<file path="config.mk">
export PLATFORM = sky130hd
export DESIGN_NAME = sse_pair_feeder
export DESIGN_NICKNAME = d
export VERILOG_FILES = /design/src/rtl/sse_pair_feeder.sv
export SDC_FILE = /design/constraint.sdc
export NUM_CORES = 1
export LEC_CHECK = 0
export CAP_MARGIN = 15
export CORE_UTILIZATION = 55
export DETAILED_ROUTE_END_ITERATION = 8
export PLACE_DENSITY = 0.75
export SYNTH_ARGS = -nofsm -noshare
export SYNTH_HDL_FRONTEND = slang
export SYNTH_SLANG_ARGS = --single-unit
</file>
<file path="constraint.sdc">
create_clock -name clk -period 10.1 [get_ports clk]
set_input_delay 2.02 -clock clk [delete_from_list [all_inputs] [get_ports clk]]
set_output_delay 2.02 -clock clk [all_outputs]
set_load 0.01 [all_outputs]
</file>
<file path="src/rtl/sse_pair_feeder.sv">
// Input stage for the SSE accumulator: buffers (A, B) sample pairs, hands them out on `next`,
// pulses sse_rst at frame start and raises stop after the last pair. Optional macro: SSE_FEEDER_COUNT_EN.
module sse_pair_feeder #(
  parameter int DEPTH = 8,
  parameter int W     = 32
) (
  input  logic         clk,
  input  logic         rst_n,
  input  logic         in_valid,
  output logic         in_ready,
  input  logic [W-1:0] in_a,
  input  logic [W-1:0] in_b,
  input  logic         in_last,
  output logic [W-1:0] A,
  output logic [W-1:0] B,
  output logic         sse_rst,
  input  logic         next,
  output logic         stop,
  input  logic         result_taken,
  output logic         underrun,
  output logic [15:0]  pair_count
);

  localparam int AW = $clog2(DEPTH);

  typedef enum logic [1:0] {IDLE, STREAM, DONE} state_t;

  state_t        state;
  logic [AW:0]   wr_ptr, rd_ptr;
  logic [2*W:0]  mem [DEPTH];
  logic [2*W:0]  head;
  logic          cur_last, pend;
  logic          empty, full, push, pop;

  // Extra pointer MSB distinguishes full from empty when the index bits match.
  assign empty    = (wr_ptr == rd_ptr);
  assign full     = (wr_ptr[AW] != rd_ptr[AW]) && (wr_ptr[AW-1:0] == rd_ptr[AW-1:0]);
  assign in_ready = !full;
  assign push     = in_valid && in_ready;
  assign head     = mem[rd_ptr[AW-1:0]];

  always_comb begin
    pop = 1'b0;
    case (state)
      IDLE:    pop = !empty;
      STREAM:  pop = !empty && (pend || (next && !cur_last));
      default: pop = 1'b0;
    endcase
  end

  // NOTE: the storage array is deliberately not reset; only the pointers define what is valid.
  always_ff @(posedge clk) begin
    if (push) mem[wr_ptr[AW-1:0]] <= {in_last, in_a, in_b};
  end

  always_ff @(posedge clk or negedge rst_n) begin
    if (!rst_n) begin
      wr_ptr <= '0;
      rd_ptr <= '0;
    end else begin
      if (push) wr_ptr <= wr_ptr + (AW+1)'(1);
      if (pop)  rd_ptr <= rd_ptr + (AW+1)'(1);
    end
  end

  always_ff @(posedge clk or negedge rst_n) begin
    if (!rst_n) begin
      cur_last <= 1'b0;
      A        <= '0;
      B        <= '0;
    end else if (pop) begin
      {cur_last, A, B} <= head;
    end
  end

  always_ff @(posedge clk or negedge rst_n) begin
    if (!rst_n) begin
      state    <= IDLE;
      sse_rst  <= 1'b0;
      stop     <= 1'b0;
      pend     <= 1'b0;
      underrun <= 1'b0;
    end else begin
      sse_rst <= 1'b0;
      case (state)
        IDLE: begin
          if (!empty) begin
            sse_rst <= 1'b1;
            state   <= STREAM;
          end
        end
        STREAM: begin
          // While a request is pending, further `next` pulses are absorbed.
          if (pend) begin
            if (!empty) pend <= 1'b0;
          end else if (next) begin
            if (cur_last) begin
              stop  <= 1'b1;
              state <= DONE;
            end else if (empty) begin
              pend     <= 1'b1;
              underrun <= 1'b1;
            end
          end
        end
        DONE: begin
          if (result_taken) begin
            stop  <= 1'b0;
            state <= IDLE;
          end
        end
        default: state <= IDLE;
      endcase
    end
  end

`ifdef SSE_FEEDER_COUNT_EN
  logic [15:0] count_q;

  // The IDLE pop opens a new frame, so it restarts the count at 1.
  always_ff @(posedge clk or negedge rst_n) begin
    if (!rst_n) begin
      count_q <= '0;
    end else if (pop) begin
      if (state == IDLE)             count_q <= 16'd1;
      else if (count_q != 16'hFFFF)  count_q <= count_q + 16'd1;
    end
  end

  assign pair_count = count_q;
`else
  assign pair_count = '0;
`endif

endmodule
</file>
After elaboration in Yosys (flattened, before gate mapping)
Memories as Yosys holds them, arrays and structs flattened. A register that Yosys moved wholly into a read port is not among the register bits.
Index checks and enable logic that the tools add are counted.
{"block": "totals", "register_bits": 14, "mem_bits_rw": 520, "input_bits": 70, "output_inout_bits": 84, "elab_cells": 56, "mem_count": 1}
{"block": "op_classes", "n_addsub": 2, "eq_ne": 10, "muxes": 20, "bitwise": 2, "reduce_logical": 14}
{"name": "mem", "words": 8, "word_bits": 65, "read_ports": 1, "rd_clocked_by_memory_dff": 1, "wr": 1, "line": "30", "rtl": "logic [2*W:0] mem [DEPTH];"}
{"op": "5-bit AND reduction", "count": 3}
{"op": "1-bit two-way mux", "count": 12}
{"op": "2-bit two-way mux", "count": 5}
{"op": "2-bit inequality test, second input constant", "count": 5}
{"op": "4-bit by 1-bit adder with 4-bit output, second input constant", "count": 2}
{"op": "2-bit one-hot mux with 3 select lines", "count": 1}
{"op": "4-bit equality test", "count": 1}
{"op": "1-bit logical AND", "count": 4}
{"op": "1-bit zero test", "count": 4}
{"op": "1-bit one-hot mux with 2 select lines", "count": 2}
{"op": "3-bit equality test", "count": 1}
{"op": "2-bit by 1-bit equality test with 1-bit output, second input constant", "count": 1}
{"op": "2-bit equality test, second input constant", "count": 1}
{"op": "2-bit zero test", "count": 1}
{"op": "1-bit NOT", "count": 2}
{"op": "2-bit nonzero test", "count": 1}
{"op": "1-bit logical OR", "count": 1}
{"op": "1-bit inequality test", "count": 1}

Depth between registers and ports, before layout
{"block": "depth", "depth_word": 6, "depth_mapped": 7, "ltp_nobuf": 4}

Least setup slack after synthesis
OpenSTA, ideal clock, no wires.
{"block": "synth_timing", "path_kind": "input to register", "startpoint": "input in_valid", "endpoint": "memory mem[7][0] (netlist name) (enable)", "setup_time_ns": 0.572, "arrival_time_ns": 6.841, "t_required_ns": 9.528, "path_slack_ns": 2.687, "path_stages": 3, "n_path_buf": 0, "path_cell_list": "inv_1 -> a41o_1 -> nor3_1"}
{"block": "synth_via", "elab_chain_cells": 3}
{"element": "start: declaration", "line": "9", "rtl": "input logic in_valid,"}
{"element": "1-bit logical AND", "line": "39", "rtl": "assign push = in_valid && in_ready;"}
{"element": "1-bit two-way mux", "line": "53", "rtl": "if (push) mem[wr_ptr[AW-1:0]] <= {in_last, in_a, in_b};"}
{"element": "1-bit two-way mux (not written as such)", "line": "53"}
{"element": "end: declaration", "line": "30"}
Every way passes these cells.

Worst setup path after layout
{"block": "layout_timing", "startpoint": "register rd_ptr[1]", "endpoint": "output in_ready"}
{"block": "layout_via", "elab_chain_cells": 3}
{"element": "start: declaration", "line": "29", "rtl": "logic [AW:0] wr_ptr, rd_ptr;"}
{"element": "start signal: assignment", "line": "62", "rtl": "if (pop) rd_ptr <= rd_ptr + (AW+1)'(1);"}
{"element": "3-bit equality test", "line": "37", "rtl": "assign full = (wr_ptr[AW] != rd_ptr[AW]) && (wr_ptr[AW-1:0] == rd_ptr[AW-1:0]);"}
{"element": "1-bit logical AND", "line": "37"}
{"element": "1-bit zero test", "line": "38", "rtl": "assign in_ready = !full;"}
{"element": "end: declaration", "line": "10", "rtl": "output logic in_ready,"}
Every way passes these cells.

==> qor.csv <==
stage,metric,value,unit
sta,"Slew Viols, Final",0,
setup_path,crit path kind,reg -> out,
global_route,aggregate global-route resource usage,21.4,%
logic_synthesis,syn_area_per_cell,23.3,um2
sta,final hold vios,0,
pwr,Peak VDD IR,252,uV
floorplanning,Die W,206,um
setup_path,r2r worst-path depth,5,
clock_network,CTS Buffer Depth,3,
place,placed cell area,24700,um2
clock_network,Clock Sinks,599,
logic_synthesis,Synth Area in XOR/XNOR,0.384,%
setup_path,CP bufs+invs,1,
logic_synthesis,Syn. warnings,0,
drt,drt drc,0,
drt,routed len/inst,25.1,um
setup_path,Critical R2R Capture,mem[3][58],
floorplanning,die height,206,um
clock_network,Hold Buf Count CTS,0,
sta,skew final,0.0224,ns
sta,final setup fails,0,
logic_synthesis,Yosys top cell by area,edfxtp_1,
logic_synthesis,synth top area cells,"edfxtp_1, mux4_2, dfrtp_1, mux2_2, mux4_1",
place,Placed Cells,1619,
sta,Setup TNS,0,ns
cells_and_area,final core utilization,65.4,%
setup_path,CP required,8.08,ns
cells_and_area,Final Net Count,1218,
drt,Vias,10200,
clock_network,post_cts resized,0,
cells_and_area,layout cells sized above 1,30.5,%
clock_network,root buf cell,clkbuf_16,
sta,final worst-path cycle share,44.7,%
clock_network,setup bufs post-CTS,0,
setup_path,delay of the slowest critical-path stage,0.71,ns
cells_and_area,area growth from synthesis to layout,17.2,%
status,run status,"finished, final reports clean",
logic_synthesis,multiplexer share of the synthesized area,19.7,%
cells_and_area,"commonest non-fill, non-tap cells in the layout","edfxtp_1, clkdlybuf4s50_1, mux2_2",
clock_network,clock latency on the worst-skew pair,0.60,ns
setup_path,crit path to,in_ready,
cells_and_area,fin cells,1727,
drt,final WL,43400,um
drt,drt pass-1 iters,5,
clock_network,CTS Buf Count,57,
floorplanning,starting density of the core,55.8,%
logic_synthesis,Post-Synth Adder-Cell Area,0.110,%
setup_path,Arrival @ worst endpoint,2.49,ns
clock_network,CTS tree,done,
logic_synthesis,ys async rst share,13.2,%
global_route,initial antenna violation count,3,
sta,fmax,222,MHz
drt,ANT nets after route,0,
sta,final hold slack,0.478,ns
setup_path,Slowest cell on crit path,dfrtp_4,
setup_path,crit-path max FO,37,
floorplanning,area of the die,42300,um2
global_route,largest net degree at the start of global routing,134,
floorplanning,# rows,74,
drt,initial DRC count,697,
setup_path,"delay-heaviest family, CP",flip-flops,
drt,vias per cell,5.89,
logic_synthesis,main combinational cell family by area after synthesis,multiplexers,
setup_path,critical path depth,3,
floorplanning,IO Count,154,
cells_and_area,"most common cell after layout, fill and taps aside",edfxtp_1,
cells_and_area,cell area after layout,26800,um2
logic_synthesis,"Seq/Total Area, Yosys",77.0,%
clock_network,"Clk pin slew, worst setup/hold paths",0.06,ns
place,Placer Congestion,0.720,
place,Port Buf Inserts,137,
logic_synthesis,simple-gate share of the synthesized area,0.756,%
sta,Slew @ Worst Pin,1.11,ns
sta,RSZ-0062 raised after global routing,false,
global_route,vias in the first global route,10800,
cells_and_area,# diodes,0,
min_path,hold_sp,underrun,
pwr,Power Dens Cells,308,nW/um2
pwr,leakage power total,8.90,nW
setup_path,R2R Setup Slk,6.66,ns
setup_path,RR Startpoint,rd_ptr[1],
sta,relative slew slack,26.0,%
logic_synthesis,complex-gate fraction of the synthesized area,0.208,%
setup_path,Worst Setup SP,rd_ptr[1],
global_route,first-pass GRT wire length,65800,um
setup_path,CP Launch Type,register,
logic_synthesis,Yosys reg bits,599,
setup_path,critical-path cell list,"xnor2_1, nand4_1, clkdlybuf4s50_1",
logic_synthesis,"Cell Area, Synth",22800,um2
cells_and_area,Fill cells,2621,
run,MaxCap Viol Count,0,
setup_path,endpoint type of the worst setup path,output port,
place,detailed placement HPWL,22700,um
min_path,Tightest Hold Check Type,reg -> reg,
logic_synthesis,number of enable flip-flop cells after synthesis,520,
floorplanning,core area,40900,um2
logic_synthesis,Synth top area share,68.4,%
clock_network,# H-tree levels,2,
sta,minimum clock period after layout,4.51,ns
logic_synthesis,Netlist cell types,33,
logic_synthesis,cell count after synthesis,981,
logic_synthesis,Synth Flop Type,edfxtp_1,
global_route,Overflow after GRT,0,
[cell usage after synthesis (6+ instances only)]
cell / count
clkbuf_1: 15
mux4_1: 21
dfrtp_1: 79
edfxtp_1: 520
xnor2_1: 8
mux4_2: 109
buf_6: 9
nor2_1: 7
mux2_2: 130
buf_2: 11
buf_4: 20
buf_1: 6
[how the worst min path moves through the flow]
stage                 to  cells after the start
6_report        underrun                      1
2_1_floorplan  wr_ptr[3]                      1
3_3_place_gp    underrun                      1
3_5_place_dp    underrun                      1
4_1_cts         underrun                      1
5_1_grt         underrun                      1
[layer usage]
metal	wire length, um	vias to the layer above	GRT usage (%)	part of all wire (%)
met5	41	-	0	0.095
met4	708	6	5.05	1.6
met3	2680	61	4.51	6.2
met2	21500	335	34.9	50
met1	18400	5389	30.0	43
li1	-	4383	-	-
[logic make-up after synthesis]
group | after synthesis
xor gates and xnor gates | 10
buffers and inverters | 66
adders and majority gates | 2
AOI/OAI and AO/OA | 8
and+or+nand+nor | 33
muxes | 262
DFF | 599
other | 1
[area by class of cell]
class / instances / area, um2 / area share [%]
Sequential cell: 599 / 17600 / 65.8
Clock inverter: 34 / 439 / 1.64
Clock buffer: 74 / 1600 / 5.99
Timing Repair Buffer: 153 / 1500 / 5.61
Multi-Input combinational cell: 331 / 4940 / 18.5
Tap cell: 532 / 666 / 2.49
Inverter: 4 / 15.0 / 0.0561
[state kept, by name, summed over array words and instances (netlist names)]
| register | flops |
|---|---|
| stop | 1 |
| underrun | 1 |
| sse_rst | 1 |
| cur_last | 1 |
| A | 32 |
| mem | 520 |
| wr_ptr | 4 |
| B | 32 |
| pend | 1 |
| rd_ptr | 4 |
| state | 2 |
[worst register-to-register path, delay by kind of cell (launching register included)]
| kind | cells | cell delay, ns |
|---|---|---|
| buffers and inverters | 1 | 0.67 |
| AND/OR/NAND/NOR | 3 | 1.36 |
| XOR/XNOR | 1 | 0.22 |
| flip-flops | 1 | 0.79 |
[power breakdown]
group / internal [W] / total, W / switching, W
Combinational: 0.00135 / 0.00251 / 0.00116
Sequential: 0.00324 / 0.00346 / 0.000225
Clock: 0.00138 / 0.00227 / 0.000896
[stage by stage]
| step | total power, W | setup WS (ns) |
|---|---|---|
| 2_1_floorplan | 0.00525 | 2.69 |
| 3_3_place_gp | 0.00599 | 5.33 |
| 3_5_place_dp | 0.00606 | 5.31 |
| 4_1_cts | 0.00835 | 5.56 |
| 5_1_grt | 0.00861 | 5.47 |
| 6_report | 0.00825 | 5.59 |
Power figures use the tool's default switching activity.
